===== src/rtl/vga_pkg.sv =====
// Shared types, default 640x480 timing constants and helpers for the VGA scan-out slice.
// No logic state; latency and backpressure do not apply.
package vga_pkg;

  typedef enum logic [1:0] {
    SCALE_1X = 2'd0,
    SCALE_2X = 2'd1,
    SCALE_4X = 2'd2
  } scale_e;

  localparam int DEF_H_ACTIVE = 640;
  localparam int DEF_H_FP     = 16;
  localparam int DEF_H_SYNC   = 96;
  localparam int DEF_H_BP     = 48;
  localparam int DEF_V_ACTIVE = 480;
  localparam int DEF_V_FP     = 10;
  localparam int DEF_V_SYNC   = 2;
  localparam int DEF_V_BP     = 33;

  // The unused encoding 3 falls back to 1x.
  function automatic scale_e decode_scale(input logic [1:0] raw);
    case (raw)
      2'd1:    return SCALE_2X;
      2'd2:    return SCALE_4X;
      default: return SCALE_1X;
    endcase
  endfunction

  // Repeats the low `width` bits of value MSB-first across a 16-bit result;
  // callers keep the top bits they need.
  function automatic logic [15:0] expand_field(input logic [7:0] value, input int width);
    logic [15:0] res;
    logic [2:0]  idx;
    res = '0;
    if (width > 0) begin
      for (int i = 0; i < 16; i++) begin
        idx = 3'(width - 1 - (i % width));
        res[4'(15 - i)] = value[idx];
      end
    end
    return res;
  endfunction

endpackage


===== src/rtl/vga_timing_gen.sv =====
// Horizontal/vertical counters with active and sync decode; frame_start and vblank are registered.
// Decode is combinational from the counters; free-running, no backpressure.
module vga_timing_gen
  import vga_pkg::*;
#(
  parameter int   H_ACTIVE = DEF_H_ACTIVE,
  parameter int   H_FP     = DEF_H_FP,
  parameter int   H_SYNC   = DEF_H_SYNC,
  parameter int   H_BP     = DEF_H_BP,
  parameter int   V_ACTIVE = DEF_V_ACTIVE,
  parameter int   V_FP     = DEF_V_FP,
  parameter int   V_SYNC   = DEF_V_SYNC,
  parameter int   V_BP     = DEF_V_BP,
  parameter logic HS_POL   = 1'b0,
  parameter logic VS_POL   = 1'b0,
  parameter int   HW       = 10,
  parameter int   VW       = 10
) (
  input  logic          vga_clk,
  input  logic          wb_rst_i,
  output logic [HW-1:0] hcnt,
  output logic [VW-1:0] vcnt,
  output logic          active,
  output logic          hs,
  output logic          vs,
  output logic          frame_start,
  output logic          vblank
);

  localparam logic [HW-1:0] H_ACT_L  = HW'(H_ACTIVE);
  localparam logic [HW-1:0] HS_BEG   = HW'(H_ACTIVE + H_FP);
  localparam logic [HW-1:0] HS_END   = HW'(H_ACTIVE + H_FP + H_SYNC);
  localparam logic [HW-1:0] H_LAST   = HW'(H_ACTIVE + H_FP + H_SYNC + H_BP - 1);
  localparam logic [VW-1:0] V_ACT_L  = VW'(V_ACTIVE);
  localparam logic [VW-1:0] VS_BEG   = VW'(V_ACTIVE + V_FP);
  localparam logic [VW-1:0] VS_END   = VW'(V_ACTIVE + V_FP + V_SYNC);
  localparam logic [VW-1:0] V_LAST   = VW'(V_ACTIVE + V_FP + V_SYNC + V_BP - 1);

  always_ff @(posedge vga_clk or posedge wb_rst_i) begin
    if (wb_rst_i) begin
      hcnt        <= '0;
      vcnt        <= '0;
      frame_start <= 1'b0;
      vblank      <= 1'b0;
    end else begin
      frame_start <= (hcnt == '0) && (vcnt == '0);
      vblank      <= (vcnt >= V_ACT_L);
      if (hcnt == H_LAST) begin
        hcnt <= '0;
        vcnt <= (vcnt == V_LAST) ? '0 : vcnt + 1'b1;
      end else begin
        hcnt <= hcnt + 1'b1;
      end
    end
  end

  always_comb begin
    active = (hcnt < H_ACT_L) && (vcnt < V_ACT_L);
    hs     = ((hcnt >= HS_BEG) && (hcnt < HS_END)) ? HS_POL : ~HS_POL;
    vs     = ((vcnt >= VS_BEG) && (vcnt < VS_END)) ? VS_POL : ~VS_POL;
  end

endmodule


===== src/rtl/vga_scanout.sv =====
// VGA scan-out: timing, upscaled framebuffer addressing and pixel/sync alignment; optional palette via VGA_PALETTE_EN.
// Address leads pins by RD_LAT+1 cycles (RD_LAT+2 with palette); free-running, no backpressure.
module vga_scanout
  import vga_pkg::*;
#(
  parameter int   H_ACTIVE = DEF_H_ACTIVE,
  parameter int   H_FP     = DEF_H_FP,
  parameter int   H_SYNC   = DEF_H_SYNC,
  parameter int   H_BP     = DEF_H_BP,
  parameter int   V_ACTIVE = DEF_V_ACTIVE,
  parameter int   V_FP     = DEF_V_FP,
  parameter int   V_SYNC   = DEF_V_SYNC,
  parameter int   V_BP     = DEF_V_BP,
  parameter logic HS_POL   = 1'b0,
  parameter logic VS_POL   = 1'b0,
  parameter int   PIX_W    = 8,
  parameter int   ADDR_W   = 19,
  parameter int   RD_LAT   = 1,
  parameter int   COLOR_W  = 4
) (
  input  logic                 vga_clk,
  input  logic                 wb_rst_i,
  input  logic                 enable_i,
  input  logic [1:0]           scale_i,
  input  logic [ADDR_W-1:0]    base_addr_i,
  output logic                 fb_en_o,
  output logic [ADDR_W-1:0]    fb_addr_o,
  input  logic [PIX_W-1:0]     fb_dat_i,
  output logic [COLOR_W-1:0]   vga_r,
  output logic [COLOR_W-1:0]   vga_g,
  output logic [COLOR_W-1:0]   vga_b,
  output logic                 vga_hs,
  output logic                 vga_vs,
  output logic                 frame_start_o,
  output logic                 vblank_o
`ifdef VGA_PALETTE_EN
  ,
  input  logic                 pal_we_i,
  input  logic [7:0]           pal_idx_i,
  input  logic [3*COLOR_W-1:0] pal_dat_i
`endif
);

  localparam int H_TOT = H_ACTIVE + H_FP + H_SYNC + H_BP;
  localparam int V_TOT = V_ACTIVE + V_FP + V_SYNC + V_BP;
  localparam int HW    = $clog2(H_TOT + 1);
  localparam int VW    = $clog2(V_TOT + 1);
`ifdef VGA_PALETTE_EN
  localparam int PIPE  = RD_LAT + 2;
`else
  localparam int PIPE  = RD_LAT + 1;
`endif
  localparam logic [HW-1:0] H_END_ACT = HW'(H_ACTIVE - 1);

  logic [HW-1:0] hcnt;
  logic [VW-1:0] vcnt;
  logic          active, hs, vs;

  vga_timing_gen #(
    .H_ACTIVE(H_ACTIVE), .H_FP(H_FP), .H_SYNC(H_SYNC), .H_BP(H_BP),
    .V_ACTIVE(V_ACTIVE), .V_FP(V_FP), .V_SYNC(V_SYNC), .V_BP(V_BP),
    .HS_POL(HS_POL), .VS_POL(VS_POL), .HW(HW), .VW(VW)
  ) u_timing (
    .vga_clk     (vga_clk),
    .wb_rst_i    (wb_rst_i),
    .hcnt        (hcnt),
    .vcnt        (vcnt),
    .active      (active),
    .hs          (hs),
    .vs          (vs),
    .frame_start (frame_start_o),
    .vblank      (vblank_o)
  );

  logic              sh_en;
  scale_e            sh_scale;
  logic [ADDR_W-1:0] sh_base;
  logic [ADDR_W-1:0] line_ptr, pix_ptr;

  logic              first, en_e, step_pix, step_line, line_end;
  scale_e            sc_e;
  logic [1:0]        shift, mask;
  logic [HW-1:0]     h_nxt;
  logic [VW-1:0]     v_nxt;
  logic [ADDR_W-1:0] base_e, line_w, line_cur, pix_cur, line_nxt;

  // The (0,0) cycle reads the inputs directly so pixel (0,0) already uses the new frame's settings.
  always_comb begin
    first     = (hcnt == '0) && (vcnt == '0);
    en_e      = first ? enable_i : sh_en;
    sc_e      = first ? decode_scale(scale_i) : sh_scale;
    base_e    = first ? base_addr_i : sh_base;
    case (sc_e)
      SCALE_2X: begin shift = 2'd1; mask = 2'b01; end
      SCALE_4X: begin shift = 2'd2; mask = 2'b11; end
      default:  begin shift = 2'd0; mask = 2'b00; end
    endcase
    line_w    = ADDR_W'(H_ACTIVE) >> shift;
    h_nxt     = hcnt + 1'b1;
    v_nxt     = vcnt + 1'b1;
    line_end  = (hcnt == H_END_ACT);
    line_cur  = first ? base_e : line_ptr;
    pix_cur   = first ? base_e : pix_ptr;
    step_pix  = ((h_nxt[1:0] & mask) == 2'b00);
    step_line = ((v_nxt[1:0] & mask) == 2'b00);
    line_nxt  = line_cur + (step_line ? line_w : '0);
  end

  always_ff @(posedge vga_clk or posedge wb_rst_i) begin
    if (wb_rst_i) begin
      sh_en     <= 1'b0;
      sh_scale  <= SCALE_1X;
      sh_base   <= '0;
      line_ptr  <= '0;
      pix_ptr   <= '0;
      fb_en_o   <= 1'b0;
      fb_addr_o <= '0;
    end else begin
      if (first) begin
        sh_en    <= enable_i;
        sh_scale <= decode_scale(scale_i);
        sh_base  <= base_addr_i;
      end
      fb_en_o <= active && en_e;
      if (active && en_e) fb_addr_o <= pix_cur;
      if (active) begin
        if (line_end) begin
          line_ptr <= line_nxt;
          pix_ptr  <= line_nxt;
        end else begin
          line_ptr <= line_cur;
          pix_ptr  <= pix_cur + {{(ADDR_W-1){1'b0}}, step_pix};
        end
      end
    end
  end

  logic [COLOR_W-1:0] pix_r, pix_g, pix_b;

`ifdef VGA_PALETTE_EN
  logic [3*COLOR_W-1:0] pal_mem [256];
  logic [3*COLOR_W-1:0] pal_q;

  // Read-before-write: a same-index write and read returns the old entry.
  always_ff @(posedge vga_clk) begin
    if (pal_we_i) pal_mem[pal_idx_i] <= pal_dat_i;
    pal_q <= pal_mem[fb_dat_i[7:0]];
  end

  assign pix_r = pal_q[3*COLOR_W-1 -: COLOR_W];
  assign pix_g = pal_q[2*COLOR_W-1 -: COLOR_W];
  assign pix_b = pal_q[COLOR_W-1 -: COLOR_W];
`else
  logic [15:0] r_x, g_x, b_x;

  always_comb begin
    r_x = expand_field(8'(fb_dat_i[7:5]), 3);
    g_x = expand_field(8'(fb_dat_i[4:2]), 3);
    b_x = expand_field(8'(fb_dat_i[1:0]), 2);
  end

  assign pix_r = COLOR_W'(r_x >> (16 - COLOR_W));
  assign pix_g = COLOR_W'(g_x >> (16 - COLOR_W));
  assign pix_b = COLOR_W'(b_x >> (16 - COLOR_W));
`endif

  logic [PIPE-1:0] act_d, hs_d, vs_d;

  // Side-band delay so sync, blanking and colour leave on the same edge.
  always_ff @(posedge vga_clk or posedge wb_rst_i) begin
    if (wb_rst_i) begin
      act_d  <= '0;
      hs_d   <= {PIPE{~HS_POL}};
      vs_d   <= {PIPE{~VS_POL}};
      vga_hs <= ~HS_POL;
      vga_vs <= ~VS_POL;
      vga_r  <= '0;
      vga_g  <= '0;
      vga_b  <= '0;
    end else begin
      act_d  <= {act_d[PIPE-2:0], active && en_e};
      hs_d   <= {hs_d[PIPE-2:0], hs};
      vs_d   <= {vs_d[PIPE-2:0], vs};
      vga_hs <= hs_d[PIPE-1];
      vga_vs <= vs_d[PIPE-1];
      if (act_d[PIPE-1]) begin
        vga_r <= pix_r;
        vga_g <= pix_g;
        vga_b <= pix_b;
      end else begin
        vga_r <= '0;
        vga_g <= '0;
        vga_b <= '0;
      end
    end
  end

endmodule


===== config.mk =====
export PLATFORM = sky130hd
export DESIGN_NAME = vga_scanout
export DESIGN_NICKNAME = d
export VERILOG_FILES = /design/src/rtl/vga_pkg.sv /design/src/rtl/vga_timing_gen.sv /design/src/rtl/vga_scanout.sv
export SDC_FILE = /design/constraint.sdc
export NUM_CORES = 1
export LEC_CHECK = 0
export BUFFER_PORTS_ARGS = -buffer_cell sky130_fd_sc_hd__buf_2
export CAP_MARGIN = 0
export CORE_MARGIN = 3
export CORE_UTILIZATION = 45
export DETAILED_ROUTE_END_ITERATION = 16
export PLACE_DENSITY = 0.66
export SYNTH_ARGS = -nofsm -noshare
export SYNTH_HDL_FRONTEND = slang
export SYNTH_SLANG_ARGS = --single-unit

===== constraint.sdc =====
create_clock -name vga_clk -period 4.7 [get_ports vga_clk]
set_clock_uncertainty 0.2 [all_clocks]
set_input_delay 0 -clock vga_clk [delete_from_list [all_inputs] [get_ports vga_clk]]
set_output_delay 0 -clock vga_clk [all_outputs]
set_load 0.02 [all_outputs]

==> results.yml <==
worst_setup_path:
  cpMostUsedCell: "ha_1"
  critPathLaunchType: "flip-flop"
  path_max_fanout: 6
  cpMaxStageDelayCell: "dfrtp_1"
  cp.arrival_ps: 4510
  required_ps: 4750
  crit_chain: "inv_1 -> ha_1 -> nor4b_4 -> and4_1 -> nand2_2 -> o21a_1 -> ha_1 -> nor2_1 -> nor3b_2 -> and2_1 -> ha_1 -> inv_1 -> fa_2 -> nor2b_4 -> o31ai_2 -> a21oi_2 -> a21bo_4 -> nor4_4 -> a211oi_2 -> a311oi_1"
  worstSetupEndpointType: "flip-flop"
  path_class: "flip-flop to flip-flop"
  path_delay_family: "simple AND/OR/NAND/NOR gates"
  worst-path-buf-inv: 2
  critPathMaxStageDelay_ps: 410
route:
  m1WireLength_um: 7050
  dr_wl_met2_um: 7540
  detail_route.first_pass.iterations: 5
  viasPerCell: 5.82
  ant_nets: 0
  route.met3.wl_um: 1040
  wl_per_cell_um: 17.1
  routed_wl_um: 16100
  vias: 5478
  top_layer_used: "met4"
  first_iter_violations: 522
  drc: 0
floorplan:
  rows: 40
  num_io_pins: 68
  start_util: 0.472
  fp.dieW_um: 120
  die_area_um2: 14300
  coreArea_um2: 12300
  die_h_um: 120
cts:
  h-tree-depth: 3
  cts_tree: "done"
  clkLatencyLatePin_ps: 350
  path_clk_slew_ps: 60
  cts_made_buffers: 9
  clockBufferDepth: 2
  root_buffer: "clkbuf_16"
  cts.sinks: 89
status:
  status: "finished, final reports clean"
timing:
  slew_viol_final: 0
  timing.fmax_mhz: 224
  finalHoldViolCount: 0
  setup_viol: 0
  min_period_over_period: 0.950
  worst_slew_pin_slew_ps: 875
  tns_ps: 0
  max_slew_margin: 0.411
  min_period_ps: 4460
grt:
  grt_pass1_wl_um: 26600
  grt_usage: 0.233
  grt.overflow.total: 0
  grt_max_degree: 54
  grt_antenna_before_repair: 0
  grt_pass1_vias: 5340
synth:
  async_reset_ff_frac: 1.00
  synth_cell_types: 70
  syn_area_per_cell_um2: 8.41
  synth_cells: 691
  ys_seq_elements: 89
  synth_area_um2: 5810
  ys.flop_type: "dfrtp_1"
  yosysWarnings: 0
  ys_seq_area_frac: 0.384
  synth_edf_count: 0
placed_design:
  routabilityCongestion: 0.909
  place.detailed.hpwl_um: 11300
  post_dp_cell_area_um2: 6260
  io_buffers: 47
finish:
  nets: 816
  drive_above_1_share: 0.169
  final_cell_area_um2: 6870
  syn_to_final_growth_pct: 18.3
  diodes: 0
  final_cell_mix: "nand2_1 (115), dfrtp_1 (83), nor2_1 (70)"
  mostFrequentLayoutCell: "nand2_1"
power:
  cellLeakagePower_nw: 2.92
  peakVddDrop_uv: 180
  powerDensity_nw_per_um2: 331
job:
  maxCapViolCount: 0
min_path:
  hp-class: "primary input to async pin"
stage by stage:
step | setup WS, ps | utilization | power [W] | hold WS, ps | cells
after floorplan | 1.35 | - | 0.00137 | -76.7 | 702
after global placement | 243 | 0.509 | 0.00150 | -98.9 | 893
after detailed placement | 112 | 0.509 | 0.00152 | -95.0 | 893
after CTS | 106 | 0.553 | 0.00228 | 80.0 | 933
after global routing | -38.2 | 0.558 | 0.00241 | 142 | 941
final | 236 | 0.558 | 0.00227 | 57.0 | 941
power breakdown:
group | total (W) | switching [W] | internal (W)
Sequential | 0.000972 | 0.000100 | 0.000872
Combinational | 0.000558 | 0.000327 | 0.000231
Clock | 0.000744 | 0.000302 | 0.000442
Total | 0.00227 | 0.000729 | 0.00155
tightest hold or removal path, stage by stage:
cell and delay [ps]:
dlygate4sd3_1 530, buf_2 120, clkinv_2 420
cell families after synthesis:
kind of cell / Yosys count / synth area share
xor gates and xnor gates: 40 / 0.0603
and+or+nand+nor: 302 / 0.257
buffers and inverters: 65 / 0.0575
DFF: 89 / 0.384
muxes: 19 / 0.0334
other: 1 / 0.000645
AOI/OAI and AO/OA: 159 / 0.171
adders and majority gates: 16 / 0.0357
area by class of cell:
cell class                 count  area [µm²]
fill                        1126        5440
tap                          168         210
clock inverter                 2        37.5
clock buffer                  14         264
multi-input combinational    548        3340
timing repair buffer         105         731
inverter                      15        57.6
sequential                    89        2230
synthesized netlist by cell type (3+ instances only):
| cell type | instances | area share |
|---|---|---|
| xor2_1 | 16 | 0.024 |
| a21o_1 | 3 | 0.0039 |
| ha_1 | 15 | 0.032 |
| and3_1 | 13 | 0.014 |
| a21oi_1 | 47 | 0.040 |
| o211ai_1 | 9 | 0.012 |
| nor2b_1 | 5 | 0.0054 |
| or4_1 | 5 | 0.0065 |
| dfstp_2 | 6 | 0.027 |
| nand2_1 | 116 | 0.075 |
| or3_1 | 3 | 0.0032 |
| nand3_1 | 30 | 0.026 |
| nor2_1 | 70 | 0.045 |
| clkbuf_1 | 20 | 0.013 |
| and2_1 | 5 | 0.0054 |
| a21boi_0 | 4 | 0.0052 |
| inv_1 | 15 | 0.0097 |
| a31oi_1 | 17 | 0.018 |
| buf_4 | 15 | 0.019 |
| and4_1 | 4 | 0.0060 |
| a211oi_1 | 5 | 0.0065 |
| nor3_1 | 13 | 0.011 |
| o21ai_0 | 38 | 0.033 |
| a311oi_1 | 3 | 0.0045 |
| nor4_4 | 3 | 0.011 |
| nand4_1 | 16 | 0.017 |
| dfrtp_1 | 83 | 0.36 |
| o31ai_1 | 5 | 0.0065 |
| buf_2 | 12 | 0.010 |
| o21a_1 | 7 | 0.0090 |
| xnor2_1 | 24 | 0.036 |
| mux2i_1 | 16 | 0.028 |
| nand2b_1 | 4 | 0.0043 |
| mux2_2 | 3 | 0.0058 |
| o22ai_1 | 3 | 0.0032 |
per-layer routing:
layer	GRT usage	vias to the layer above
li1	-	2566
met1	0.305	2643
met2	0.376	233
met3	0.0419	36
met4	0.103	0
met5	0	-
worst paths after layout:
check	startpoint	end	slack, ps	cells after the start
worst max register to register	u_timing.hcnt[0]	line_ptr[18]	240	20
max in group asynchronous	wb_rst_i	line_ptr[14]	3080	4
min in group vga_clk	hs_d[1]	vga_hs	150	0
worst max-delay path	u_timing.hcnt[0]	line_ptr[18]	240	20
worst min-delay path	wb_rst_i	line_ptr[0]	60	3
worst min register to register	hs_d[1]	vga_hs	150	0
what timing repair did:
| action | CTS | global route |
|---|---|---|
| endpoints found under the hold margin | 78 | 0 |
| resized for setup | 0 | 2 |
| hold buffers | 24 | 0 |
| setup endpoints to repair | 0 | 6 |
| setup buffers | 0 | 8 |
flip-flops by register name, indices dropped and copies added (netlist names):
name / cells
sh_en: 1
fb_en_o: 1
u_timing.vcnt: 10
vga_vs: 1
pix_ptr: 19
line_ptr: 19
u_timing.frame_start: 1
hs_d: 2
u_timing.vblank: 1
fb_addr_o: 19
u_timing.hcnt: 10
vga_hs: 1
sh_scale: 2
vs_d: 2
Power figures use the tool's default switching activity.
